<file path="config.mk">
export PLATFORM = sky130hd
export DESIGN_NAME = gen_tree_zero_finder
export DESIGN_NICKNAME = d
export VERILOG_FILES = /design/src/rtl/gen_tree_zero_finder.sv
export SDC_FILE = /design/constraint.sdc
export NUM_CORES = 1
export LEC_CHECK = 0
export ABC_AREA = 1
export CAP_MARGIN = 30
export CORE_ASPECT_RATIO = 1.5
export CORE_UTILIZATION = 53
export CTS_CLUSTER_SIZE = 14
export DETAILED_ROUTE_END_ITERATION = 7
export PLACE_DENSITY = 0.92
export SLEW_MARGIN = 20
export SYNTH_ARGS = -nofsm -noshare
export SYNTH_HDL_FRONTEND = slang
export SYNTH_SLANG_ARGS = --single-unit
</file>
<file path="constraint.sdc">
create_clock -name clk -period 2.55 [get_ports clk]
set_clock_uncertainty 0.1 [all_clocks]
set_input_delay 0.51 -clock clk [delete_from_list [all_inputs] [get_ports clk]]
set_output_delay 0.51 -clock clk [all_outputs]
set_load 0.02 [all_outputs]
</file>
<file path="src/rtl/gen_tree_zero_finder.sv">
// Zero-bit locator: snapshots a WIDTH-bit vector and walks its CHUNK-ary AND tree top-down,
// one level per clock. Define GEN_TREE_SEARCH_HIGH_EN to locate the highest-index zero instead of the lowest.
module gen_tree_zero_finder #(
  parameter int WIDTH = 256,
  parameter int CHUNK = 4
) (
  input  logic                     clk,
  input  logic                     rst_n,
  input  logic                     start,
  input  logic [WIDTH-1:0]         input_bits,
  output logic                     busy,
  output logic                     done,
  output logic                     found,
  output logic                     all_ones,
  output logic [$clog2(WIDTH)-1:0] index
);

  localparam int IDX_W  = $clog2(WIDTH);
  localparam int CW     = $clog2(CHUNK);
  localparam int LEVELS = IDX_W / CW;
  localparam int LW     = (LEVELS > 1) ? $clog2(LEVELS) : 1;

  if ((CHUNK < 2) || ((1 << CW) != CHUNK)) begin : g_bad_chunk
    $error("gen_tree_zero_finder: CHUNK must be a power of 2 and at least 2");
  end
  if (WIDTH != (1 << (LEVELS * CW))) begin : g_bad_width
    $error("gen_tree_zero_finder: WIDTH must be a power of CHUNK");
  end

  typedef enum logic [1:0] {
    ST_IDLE  = 2'd0,
    ST_CHECK = 2'd1,
    ST_WALK  = 2'd2,
    ST_DONE  = 2'd3
  } state_e;

  state_e             state_q, state_d;
  logic [WIDTH-1:0]   snapshot_q, snapshot_d;
  logic [IDX_W-1:0]   prefix_q, prefix_d;
  logic [LW-1:0]      level_q, level_d;
  logic               busy_q, busy_d;
  logic               done_q, done_d;
  logic               found_q, found_d;
  logic               all_ones_q, all_ones_d;
  logic [IDX_W-1:0]   index_q, index_d;

  // Levels 0..LEVELS-1 of the AND tree; the root is reduced separately from the top stored level.
  logic [LEVELS-1:0][WIDTH-1:0] tree_s;
  logic                         root_s;
  logic [WIDTH-1:0]             level_vec_s;
  logic [IDX_W-1:0]             shift_s;
  logic [CHUNK-1:0]             children_s;
  logic [CW-1:0]                pick_s;
  logic [IDX_W-1:0]             new_prefix_s;

  for (genvar l = 0; l < LEVELS; l++) begin : g_lvl
    logic [WIDTH-1:0] val_s;
    if (l == 0) begin : g_leaf
      assign val_s = snapshot_q;
    end else begin : g_node
      // Chunk-AND of the level below; positions past this level's population stay 0.
      always_comb begin
        val_s = '0;
        for (int q = 0; q < WIDTH / CHUNK; q++) begin
          val_s[q] = &g_lvl[l-1].val_s[q*CHUNK +: CHUNK];
        end
      end
    end
    assign tree_s[l] = val_s;
  end

  assign root_s       = &tree_s[LEVELS-1][CHUNK-1:0];
  assign level_vec_s  = tree_s[level_q];
  assign shift_s      = prefix_q << CW;
  assign children_s   = CHUNK'(level_vec_s >> shift_s);
  assign new_prefix_s = (prefix_q << CW) | IDX_W'(pick_s);

  // Child selection: the last assignment in loop order wins, so loop direction sets the priority.
  always_comb begin
    pick_s = '0;
`ifdef GEN_TREE_SEARCH_HIGH_EN
    for (int j = 0; j < CHUNK; j++) begin
      pick_s = children_s[j] ? pick_s : CW'(j);
    end
`else
    for (int j = CHUNK - 1; j >= 0; j--) begin
      pick_s = children_s[j] ? pick_s : CW'(j);
    end
`endif
  end

  // Next-state and next-output computation for the search FSM.
  always_comb begin
    state_d    = state_q;
    snapshot_d = snapshot_q;
    prefix_d   = prefix_q;
    level_d    = level_q;
    found_d    = found_q;
    all_ones_d = all_ones_q;
    index_d    = index_q;
    case (state_q)
      ST_IDLE: begin
        if (start) begin
          state_d    = ST_CHECK;
          snapshot_d = input_bits;
          found_d    = 1'b0;
          all_ones_d = 1'b0;
          index_d    = '0;
        end else begin
          state_d = ST_IDLE;
        end
      end
      ST_CHECK: begin
        if (root_s) begin
          state_d    = ST_DONE;
          all_ones_d = 1'b1;
          found_d    = 1'b0;
          index_d    = '0;
        end else begin
          state_d  = ST_WALK;
          level_d  = LW'(LEVELS - 1);
          prefix_d = '0;
        end
      end
      ST_WALK: begin
        prefix_d = new_prefix_s;
        if (level_q == '0) begin
          index_d = new_prefix_s;
          found_d = 1'b1;
          state_d = ST_DONE;
        end else begin
          level_d = level_q - LW'(1);
        end
      end
      ST_DONE: begin
        state_d = ST_IDLE;
      end
      default: begin
        state_d = ST_IDLE;
      end
    endcase
    busy_d = (state_d == ST_CHECK) || (state_d == ST_WALK);
    done_d = (state_d == ST_DONE);
  end

  // State and output registers with synchronous active-low reset.
  always_ff @(posedge clk) begin
    if (!rst_n) begin
      state_q    <= ST_IDLE;
      snapshot_q <= '0;
      prefix_q   <= '0;
      level_q    <= '0;
      busy_q     <= 1'b0;
      done_q     <= 1'b0;
      found_q    <= 1'b0;
      all_ones_q <= 1'b0;
      index_q    <= '0;
    end else begin
      state_q    <= state_d;
      snapshot_q <= snapshot_d;
      prefix_q   <= prefix_d;
      level_q    <= level_d;
      busy_q     <= busy_d;
      done_q     <= done_d;
      found_q    <= found_d;
      all_ones_q <= all_ones_d;
      index_q    <= index_d;
    end
  end

  assign busy     = busy_q;
  assign done     = done_q;
  assign found    = found_q;
  assign all_ones = all_ones_q;
  assign index    = index_q;

endmodule

</file>
# After elaboration in Yosys (flattened, before gate mapping)
# Cells that the tools add are included.
[classes]
add_sub_neg = 1
n_lt_le_gt_ge = 1
eq_ne = 11
n_shift = 1
mux = 25
bitwise_logic = 1
n_reduce_logical = 96
[op_table]
columns = ["cell", "count"]
rows = [
  ["binary-select mux 256 bit (select 2 bit)", 1],
  ["AND reduction 4 bit", 65],
  ["two-way mux 256 bit", 1],
  ["AND reduction 16 bit", 16],
  ["AND reduction 256 bit", 1],
  ["AND reduction 64 bit", 4],
  [">> shifter 256 x 8 -> 4 bit", 1],
  ["two-way mux 8 bit", 3],
  ["one-hot mux 8 bit (3 select lines)", 1],
  ["two-way mux 2 bit", 7],
  ["one-hot mux 6 bit (2 select lines)", 1],
  ["!= test 2 bit (second input constant)", 5],
  ["equality test 2 bit (second input constant)", 4],
  ["bitwise OR 8 x 2 -> 8 bit", 1],
  ["one-hot mux 2 bit (4 select lines)", 1],
  ["two-way mux 1 bit", 6],
  ["two-way mux 6 bit", 1],
  ["AND reduction 3 bit", 2],
  ["equality test 2 x 1 -> 1 bit (second input constant)", 2],
  ["logical NOT 2 bit", 2],
  ["one-hot mux 2 bit (2 select lines)", 1],
  ["AND reduction 2 bit", 2],
  ["nonzero test 2 bit", 2],
  ["less-than comparator 2 x 3 -> 1 bit (second input constant)", 1],
  ["other kinds (5)", 5],
]
[totals]
reg_bits = 278
out_inout_bits = 12
word_cells = 145

# Logic depth before layout (Yosys ltp)
# Gate-level depths: netlist of run 1.
[depth]
ltp_word = 11
mapped_depth = 20
ltp_nobuf = 20

# Worst setup path after synthesis of run 1
# Ideal clock, no wire load.
[synth_path]
path_kind = "register to register"
from = "reg snapshot_q[38] (netlist: g_lvl[0].val_s[38])"
to = "reg busy_q (netlist: busy)"
setup_ns = 0.109
arrival_time_ns = 1.765
t_required_ns = 2.341
setup_slack_ns = 0.576
stages_incl_launch_ff = 12
path_buffers = 0
period_less_slack_ns = 1.974
cell_sequence = "dfxtp_1 inv_1 nor3_1 nand2_1 nor2_1 nand3_1 nor3_4 nand2_2 a31oi_1 ha_1 nand2_1 inv_1"
[synth_via]
elab_chain_len = 5
[synth_rtl]
columns = ["item", "line_no", "rtl"]
rows = [
  ["start: declaration", "38", "logic [WIDTH-1:0] snapshot_q, snapshot_d;"],
  ["start signal: assignment", "160", "snapshot_q <= snapshot_d;"],
  ["AND reduction 256 bit (*)", "72", "assign root_s = &tree_s[LEVELS-1][CHUNK-1:0];"],
  ["two-way mux 1 bit (*)", "114", "if (root_s) begin"],
  ["one-hot mux 2 bit (4 select lines) (*)", "101", "case (state_q)"],
  ["net state_d[0]", "37", "state_e state_q, state_d;"],
  ["equality test 2 x 1 -> 1 bit / equality test 2 bit (equally long branches)", "142", "busy_d = (state_d == ST_CHECK) || (state_d == ST_WALK);"],
  ["logical OR 1 bit (*)", "142", ""],
  ["net busy_d", "41", "logic busy_q, busy_d;"],
  ["end signal: assignment", "163", "busy_q <= busy_d;"],
  ["end: declaration", "41", ""],
]
# The timed path passes the listed nets; every way through them passes the cells marked *.
# A chain may end at the register's enable or synchronous reset.

# Worst setup path after layout of run 1
[layout_path]
from = "reg snapshot_q[135] (netlist: g_lvl[0].val_s[135])"
to = "reg busy_q (netlist: busy)"
# The elaborated chain is that of the path after synthesis.

==> metrics.md, run 1 <==
| Metric | Value |
|---|---|
| Relative slew slack | 62.16% |
| Count of different cell masters after synthesis | 40 |
| Post-DP HPWL | about 35000 um |
| Die height | ~200 um |
| Initial Utilization | 53.95% |
| Clk root buf | clkbuf_16 |
| Hold Path Depth | 3 |
| Global-route wire length before repair | about 75000 um |
| Largest net degree at the start of global routing | ~110 |
| CP cell instances | nand2_1 > nor2_2 > nand2_1 > nor2_2 > nand2_1 > nor2_1 > nand2_1 > nor3_4 > nand2_4 > a31oi_2 > ha_1 > nand2_1 > inv_1 |
| WP data arrival | 2790 ps |
| Post-synth top area cell | dfxtp_1 |
| Post-Route WL | 47930 um |
| Worst-skew pair later-pin latency | 540 ps |
| Main synth FF type | dfxtp_1 |
| Fin Hold WS | 174.1 ps |
| Placed insts | 2630 |
| Worst Tran Pin Value | 567.6 ps |
| # IOs | approximately 270 |
| Mapped Cells | 2131 |
| Drt via density | ~5.8 |
| Clock sink total | 278 |
| Setup Viol. Count Final | 0 |
| Final hold violations | 0 |
| Grt ovf | 0 |
| Routability Congestion | 0.9672 |
| Syn. warnings | 0 |
| Diodes inserted | 0 |
| Register area share after synthesis | 39.90% |
| Setup CP Type | reg -> reg |
| Status | complete, no violations |
| Post-Syn Area per Cell | 6.546 um2 |
| Period utilisation layout | approximately 96% |
| Die area | 26990 um2 |
| CP Launch Type | register |
| Clock buffer count from CTS | 27 |
| Slew Limit Fails | 0 |
| XOR/XNOR Fraction of Synth Area | 0% |
| Main combinational cell family by area after synthesis | simple AND/OR/NAND/NOR gates |
| Hold WC Path Type | in -> reg |
| Die Wd | 134.5 um |
| Post-DRT Antenna Nets | 0 |
| Synth top area share | 39.90% |
| Pleak | roughly 6.7 nW |
| Compound-Gate Fraction of Synth Area | 24.29% |
| Mapped cell area | ~14000 um2 |
| Buffers on Ports | 270 |
| R2R cell count | 13 |
| Cell repeated most along the worst path | nand2_1 |
| Count of flip-flops with a built-in enable after synthesis | 0 |
| Post-CTS Hold Buffers | 0 |
| Share of cells above drive strength 1 | 6.911% |
| 1st-pass router iterations | 7 |
| H-tree Lvls | 1 |
| CP peak stage delay | 420 ps |
| Top-count cell post-synth | nor2_1 |
| Wire per inst | 17.90 um |
| Net Count, Synth | between 2k and 2.5k |
| Crit-path slowest cell | dfxtp_1 |
| Initial antenna violation count | 0 |
| Max-cap violations | 0 |
| Starting DRT DRC Count | 1701 |
| CP endpoint kind | register |
| Seq cells post-synth | 278 |
| # fillers | 2108 |
| Row cnt | 72 |
| Synth top cells by count | 446 x nor2_1, 384 x o21ai_0, 320 x nand2_1 |
| Final critical-path required period | 2448 ps |
| CTS tree | built |
| Area of the core | 25850 um2 |
| Synth area leaders | dfxtp_1 40%, o21ai_0 14%, nor2_1 12% |
| CP required | 2900 ps |
| Peak Freq | 0.4084 GHz |
| Worst Path Max Fanout | 8 |
| Via count | around 16k |
| Post-Synth Simple-Gate Area | 26.68% |
| Power density over the cells | 888.7 nW/um2 |
| Synth Area in Adders | 0.5382% |
| Drt drc | 0 |
| Vias in the first global route | roughly 15k |
| Pwr Total | between 15 and 20 mW |
| Clock slew at reported path FFs | 60 ps |
| Area Overhead vs Synth | 29.02% |
| Multiplexer share of the synthesized area | 0% |
| NumNets Final | 2591 |
| Peak supply drop | 0.7127 mV |
| All-Layer GR Usage | 34.91% |
| Ys async rst share | 0% |
| Clock tree buffer depth | 3 |
| Final Non-Filler Cells | 2677 |
layer usage:
metal	global-route usage [%]	share of wire, %	vias up
li1	-	-	7423
met2	61.20	49	893
met1	39.14	35	7043
met4	22.75	7.1	0
met5	0	0	-
met3	4.773	8.3	245
critical path: cells and delay by family (launching register included):
family / cells / cell delay (ps)
simple gates: 10 / 1350
compound gates: 1 / 180
flops: 1 / 420
fa+ha+maj: 1 / 260
buf+inv: 1 / 40
metrics by stage:
stage | utilization (%) | TNS (ps) | setup WS, ps | cell area [um2]
2_1_floorplan | - | 0 | 576.1 | 13950
3_3_place_gp | 65.70 | 0 | 132.0 | 16990
3_5_place_dp | 65.70 | 0 | 97.24 | 16990
4_1_cts | 69.16 | 0 | 63.70 | 17880
5_1_grt | 69.61 | -32.53 | -30.10 | 18000
6_report | 69.61 | 0 | 101.7 | 18000
layout make-up:
cell class,instances,area [um2],share of cell area [%]
tap,333,416.7,2.315
clock inverter,10,111.4,0.6187
multi-input combinational,1571,7303,40.58
inverter,124,475.5,2.642
clock buffer,37,783.3,4.352
timing repair buffer,324,3338,18.55
sequential,278,5570,30.95
flip-flops by register name, indices dropped and copies added, names as in the netlist:
register	flops
g_lvl.val_s	256
prefix_q	6
level_q	2
done	1
index	8
found	1
busy	1
state_q	2
all_ones	1
report_power, final:
| group | internal (mW) | switching, mW |
|---|---|---|
| registers | 5.35 | 0.789 |
| clock network | 2.34 | 1.73 |
| logic | 2.15 | 3.63 |
| total | 9.85 | 6.15 |
final timing paths:
check,start,to,slack [ps]
setup / recovery,g_lvl[0].val_s[135],busy,100
hold / removal,rst_n,g_lvl[0].val_s[141],170
setup reg to reg,g_lvl[0].val_s[135],busy,100
hold reg to reg,index[5],index[5],370
timing repair:
action                                  CTS  global route
endpoints found under the setup margin    0            17
hold endpoints to repair                  0             0
buffers inserted                          0             0
resized for setup                         0            41
placed cells by master, fill, tap and decap left out, drive strengths merged:
master / instances
nand2: 323
nor2: 447
o221ai: 10
bufinv: 2
clkinv: 8
a221oi: 1
or2: 1
o21ai: 394
a31oi: 3
nor3: 18
o221a: 1
inv: 121
nand4: 11
nand3: 113
o211ai: 14
dfxtp: 278
buf: 55
clkdlybuf4s50: 269
a221o: 3
ha: 6
o311ai: 1
a21oi: 213
clkinvlp: 3
and2: 3
o22ai: 5
a211oi: 4
clkbuf: 37
cell families after synthesis:
kind of cell	count (synthesis)
DFF	278
buffers and inverters	282
and+or+nand+nor	916
AOI/OAI and AO/OA	649
adders and majority gates	6
Note: power is estimated with default switching activity, not from simulation.
==> inputs of run 2 (changes only) <==
CORE_UTILIZATION = 40   (was 53)
PLACE_DENSITY = 0.75   (was 0.92)
==> run 2 against run 1 <==
Compared with the run above: global-route usage down 7.6 points; power decreased by 1.2%; fmax shrank 2.1%; count of clock-buffer cells in the layout stayed put; critical path type unchanged; largest power group unchanged.
==> metrics.md, run 2 (same netlist as run 1, synthesis figures left out) <==
| Metric | Value |
|---|---|
| Wire per inst | 17.83 um |
| All-Layer GR Usage | 27.27% |
| Global-route wire length before repair | 76470 um |
| CP delay by family, top | simple AND/OR/NAND/NOR gates |
| Post-Route WL | 49670 um |
| Die Wd | 154.5 um |
| Pre-CTS WS | -129.3 ps |
| Starting DRT DRC Count | about 1.5k |
| Peak supply drop | 0.5776 mV |
| Setup CP Type | reg -> reg |
| Status | complete, no violations |
| Clock sink total | 278 |
| Drt drc | 0 |
| Hold path start | rst_n |
| Relative slew slack | 56.32% |
| Post-CTS Hold Buffers | 0 |
| Clk root buf | clkbuf_16 |
| WP data arrival | 2860 ps |
| Clock slew at reported path FFs | 60 ps |
| Peak Freq | 0.3998 GHz |
| Die height | 230.7 um |
| Cell repeated most along the worst path | nand2_1 |
| Largest register FFs | 256 |
| R2R Path Start | g_lvl[0].val_s[204] |
| CP peak stage delay | 360 ps |
| Via count | 15.46k |
| Area of the core | approximately 34000 um2 |
| Most common cell after layout, fill and taps aside | nor2_1 |
| CTS tree | built |
| Clock tree buffer depth | 3 |
| Worst-skew pair later-pin latency | between 500 and 600 ps |
| Power density over the cells | 869.8 nW/um2 |
| Vias in the first global route | 14.57k |
| Share of cells above drive strength 1 | under 10% |
| Worst Path Max Fanout | 9 |
| Setup Viol. Count Final | 0 |
| Final hold violations | 0 |
| Post-DP HPWL | 37810 um |
| Area Overhead vs Synth | 30.23% |
| H-tree Lvls | 1 |
| Largest net degree at the start of global routing | 91 |
| Multi-input logic area | 7343 um2 |
| CP cell instances | nand2_1 > nor2_1 > nand2_1 > nor2_1 > nand2_1 > nor2_1 > nand2_1 > nor3_4 > buf_4 > inv_2 > nand2_2 > nand2_4 > inv_4 > nand3_1 > a21oi_1 |
| R2R cell count | 15 |
| Pwr Total | 15.80 mW |
| Die area | approximately 36000 um2 |
| CP Launch Type | register |
| Max-cap violations | 0 |
| Placed Area | 17190 um2 |
| Row cnt | between 80 and 90 |
| FF-to-FF setup slack | 50 ps |
| Hold WC Path Type | in -> reg |
| Initial antenna violation count | 0 |
| Reg-to-reg endpoint | index[2] |
| Slew Limit Fails | 0 |
| WHS Endpoint | done |
| NumNets Final | 2609 |
| Pleak | 6.768 nW |
| Period utilisation layout | 98.10% |
| Design area | ~18000 um2 |
| Register Area | approximately 5600 um2 |
| Worst Path Buf+Inv | 3 |
| Diodes inserted | 0 |
| Drt via density | 5.550 |
| Grt ovf | 0 |
| Post-DRT Antenna Nets | 0 |
| Buffers on Ports | 270 |
| Final critical-path required period | 2502 ps |
| # IOs | 271 |
| Clock buffer count from CTS | 26 |
| Fin worst setup slack | 48.45 ps |
| Routability Congestion | 0.9972 |
| Worst Tran Pin Value | 647.0 ps |
| CP required | 2910 ps |
| 1st-pass router iterations | 6 |
| Most frequent cells in the layout | 413 x nor2_1, 384 x o21ai_0, 318 x nand2_1 |
| Initial Utilization | between 40% and 50% |
| # fillers | 3295 |
| Fin Hold WS | roughly 300 ps |
| Hold Path Depth | 3 |
| Crit-path slowest cell | dfxtp_1 |
| CP endpoint kind | register |
[run 2: cell count changes in the layout (fill, tap and decap cells not counted), moves of 2 or more]
cell	previous run	this run
buf_4	35	59
nor2_1	418	413
nor2_2	24	29
nor3_2	11	6
nor3_4	1	6
buf_12	18	14
clkbuf_1	3	7
clkbuf_8	7	3
clkinvlp_4	3	0
dfxtp_1	276	273
dfxtp_2	1	4
inv_4	1	3
o21ai_0	382	384
o21ai_1	11	9
[run 2: per-layer routing]
metal  GRT usage, %  vias up  routed length (um)
met4          15.10        0                2844
met5              0        -                   0
li1               -     7469                   -
met3          3.135      178                3575
met2          47.84      760               24450
met1          32.20     7054               18800
[run 2: where the power goes]
part / switching (mW) / internal, mW / leakage, nW / total, mW
registers: 0.810 / 5.35 / 2.30 / 6.16
logic: 3.65 / 2.18 / 4.06 / 5.83
clock network: 1.68 / 2.12 / 0.404 / 3.81
total: 6.14 / 9.66 / 6.77 / 15.8
[run 2: per-stage QoR]
stage / setup TNS (ps) / utilization, % / cells
6_report: 0 / 53.01 / 2786
5_1_grt: -224.2 / 53.01 / 2786
4_1_cts: 0 / 52.57 / 2785
3_5_place_dp: -129.3 / 50.15 / 2740
3_3_place_gp: -92.79 / 50.15 / 2740
2_1_floorplan: 0 / - / 2131
[run 2: repair_timing]
item / CTS / global route
pin swaps: 0 / 2
setup buffers: 0 / 1
endpoints found under the setup margin: 1 / 20
gates resized for setup: 5 / 45
[run 2: worst reg2reg max path: cells and delay by family (launching register included)]
| family | cells | cell delay (ps) |
|---|---|---|
| DFF | 1 | 360 |
| and+or+nand+nor | 11 | 1460 |
| buffers and inverters | 3 | 330 |
| AOI/OAI and AO/OA | 1 | 160 |
[run 2: worst max path at each step]
stage	slack [ps]	cells past startpoint	endpoint	startpoint
after global routing	-50	15	index[2]	g_lvl[0].val_s[173]
after detailed placement	-130	13	level_q[0]	g_lvl[0].val_s[180]
after CTS	5	13	level_q[0]	g_lvl[0].val_s[232]
final	50	15	index[2]	g_lvl[0].val_s[204]
after global placement	-90	13	level_q[0]	g_lvl[0].val_s[176]
after floorplan	580	11	busy	g_lvl[0].val_s[38]
[run 2: cell type report]
class                           count  area share, %
Inverter                          124          2.610
Multi-Input combinational cell   1571          40.42
Tap cell                          425          2.927
Clock inverter                      8         0.3995
Sequential cell                   278          30.68
Clock buffer                       37          4.091
Timing Repair Buffer              343          18.86
==> inputs of run 3 (changes only) <==
RECOVER_POWER = 100   (was default)
==> run 3 against run 2 <==
Compared with the run above: largest cell class unchanged; power fell by 0.41%; critical path depth stayed put; combinational power is 1% lower; clock power about the same.
==> metrics.md, run 3 (same netlist as run 1, synthesis figures left out) <==
| Metric | Value |
|---|---|
| Hold WC Path Type | in -> reg |
| Area of the core | 34270 um2 |
| Die Wd | between 150 and 200 um |
| Reg power frac | 39.2% |
| Pre-CTS WS | -129.3 ps |
| # IOs | 271 |
| Buffers on Ports | 270 |
| WP data arrival | about 2800 ps |
| Register Area | 5574 um2 |
| Post-CTS Hold Buffers | 0 |
| Routability Congestion | between 0.9 and 1 |
| Diodes inserted | 0 |
| Final critical-path required period | 2479 ps |
| Clock buffer count from CTS | 26 |
| All-Layer GR Usage | approximately 27% |
| Clk root buf | clkbuf_16 |
| Peak supply drop | ~0.58 mV |
| Final core utilization | 52.84% |
| Worst Tran Pin Value | 801.2 ps |
| Relative slew slack | 46.59% |
| Clock tree buffer depth | 3 |
| Design area | around 18000 um2 |
| Sw Ratio | around two fifths |
| CP endpoint kind | register |
| CP required | between 2000 and 3000 ps |
| # fillers | 3308 |
| Fin Hold WS | 294.1 ps |
| Setup Viol. Count Final | 0 |
| Wire per inst | ~18 um |
| Clock power frac | between 20% and 30% |
| Most common cell after layout, fill and taps aside | nor2_1 |
| Vias in the first global route | about 15k |
| Power density over the cells | between 800 and 900 nW/um2 |
| CP Launch Type | register |
| Final Non-Filler Cells | roughly 2.8k |
| Via count | about 15k |
| CTS tree | built |
| Slew Limit Fails | 0 |
| Max-cap violations | 0 |
| Most frequent cells in the layout | 413 x nor2_1, 384 x o21ai_0, 318 x nand2_1 |
| Power Internal | roughly 9.6 mW |
| Pleak | 6.774 nW |
| Die area | 35640 um2 |
| Setup CP Type | reg -> reg |
| 1st-pass router iterations | 6 |
| Final hold violations | 0 |
| Gate power share | a little over a third |
| Post-DRT Antenna Nets | 0 |
| Global-route wire length before repair | 76470 um |
| Worst-skew pair later-pin latency | 550 ps |
| Largest net degree at the start of global routing | 91 |
| Die height | roughly 230 um |
| Share of cells above drive strength 1 | 7.497% |
| Psw | 6.139 mW |
| Fin worst setup slack | ~71 ps |
| Area Overhead vs Synth | 29.82% |
| Largest register FFs | 256 |
| Clock slew at reported path FFs | 60 ps |
| Total negative setup slack | 0 ps |
| Period utilisation layout | between 90% and 100% |
| Row cnt | 83 |
| Grt ovf | 0 |
| H-tree Lvls | 1 |
| Status | complete, no violations |
| Post-DP HPWL | 37810 um |
| Drt drc | 0 |
| Initial antenna violation count | 0 |
| Clock sink total | 278 |
| Post-Route WL | 49670 um |
| Placed insts | 2740 |
| Worst Path Max Fanout | 9 |
| Drt via density | approximately 5.5 |
| NumNets Final | 2609 |
| Starting DRT DRC Count | roughly 1.5k |
| Pwr Total | 15.74 mW |
| Initial Utilization | approximately two fifths |
| Placed Area | 17190 um2 |
| Peak Freq | 0.4034 GHz |
| Multi-input logic area | 7338 um2 |
## run 3: cell types whose count changed in the layout (fill, tap and decap cells not counted), sizes merged
cell	change
buf	-9
dlygate4sd3	+12
clkdlybuf4s50	-12
clkbuf	+9
## run 3: cell type report
cell class                 count  area share, %
clock buffer                  37          4.104
clock inverter                 8         0.4007
inverter                     124          2.618
multi-input combinational   1571          40.52
sequential                   278          30.78
tap                          425          2.936
timing repair buffer         343          18.64
## run 3: path summary, 6_finish.rpt
| kind | end | slack [ps] | startpoint | cells after the start |
|---|---|---|---|---|
| worst max-delay path | index[2] | 70 | g_lvl[0].val_s[224] | 15 |
| worst min-delay path | done | 290 | rst_n | 3 |
| worst max register to register | index[2] | 70 | g_lvl[0].val_s[224] | 15 |
| worst min register to register | g_lvl[0].val_s[89] | 370 | g_lvl[0].val_s[89] | 2 |
## run 3: per-layer routing
metal | global-route usage (%) | vias to the layer above | share of wire, %
met3 | 3.135 | 172 | 7.6
met2 | 47.84 | 781 | 49
li1 | - | 7462 | -
met4 | 15.10 | 0 | 5.8
met5 | 0 | - | 0
met1 | 32.20 | 7044 | 37
## run 3: power by group through the flow
stage	registers, mW	logic [mW]	clock network (mW)
2_1_floorplan	5.93	3.83	0
3_3_place_gp	6.19	5.56	0
3_5_place_dp	6.22	5.65	0
4_1_cts	6.13	5.69	3.84
5_1_grt	6.26	6.40	4.01
6_report	6.16	5.76	3.82
## run 3: worst max-delay path: stages (launching register included)
cell and delay [ps]:
dfxtp_1 380, nand2_1 70, nor2_1 280, nand2_1 90, nor2_1 140, nand2_1 80, nor2_1 150, nand2_1 110
nor3_4 220, buf_4 160, inv_2 30, nand2_2 70, nand2_4 100, inv_4 140, nand3_1 110, a21oi_1 160
## run 3: timing repair
action / in CTS / in global routing
pin swaps: 0 / 2
setup buffers: 0 / 1
endpoints found under the hold margin: 0 / 0
gates resized for setup: 5 / 45
endpoints found under the setup margin: 1 / 20
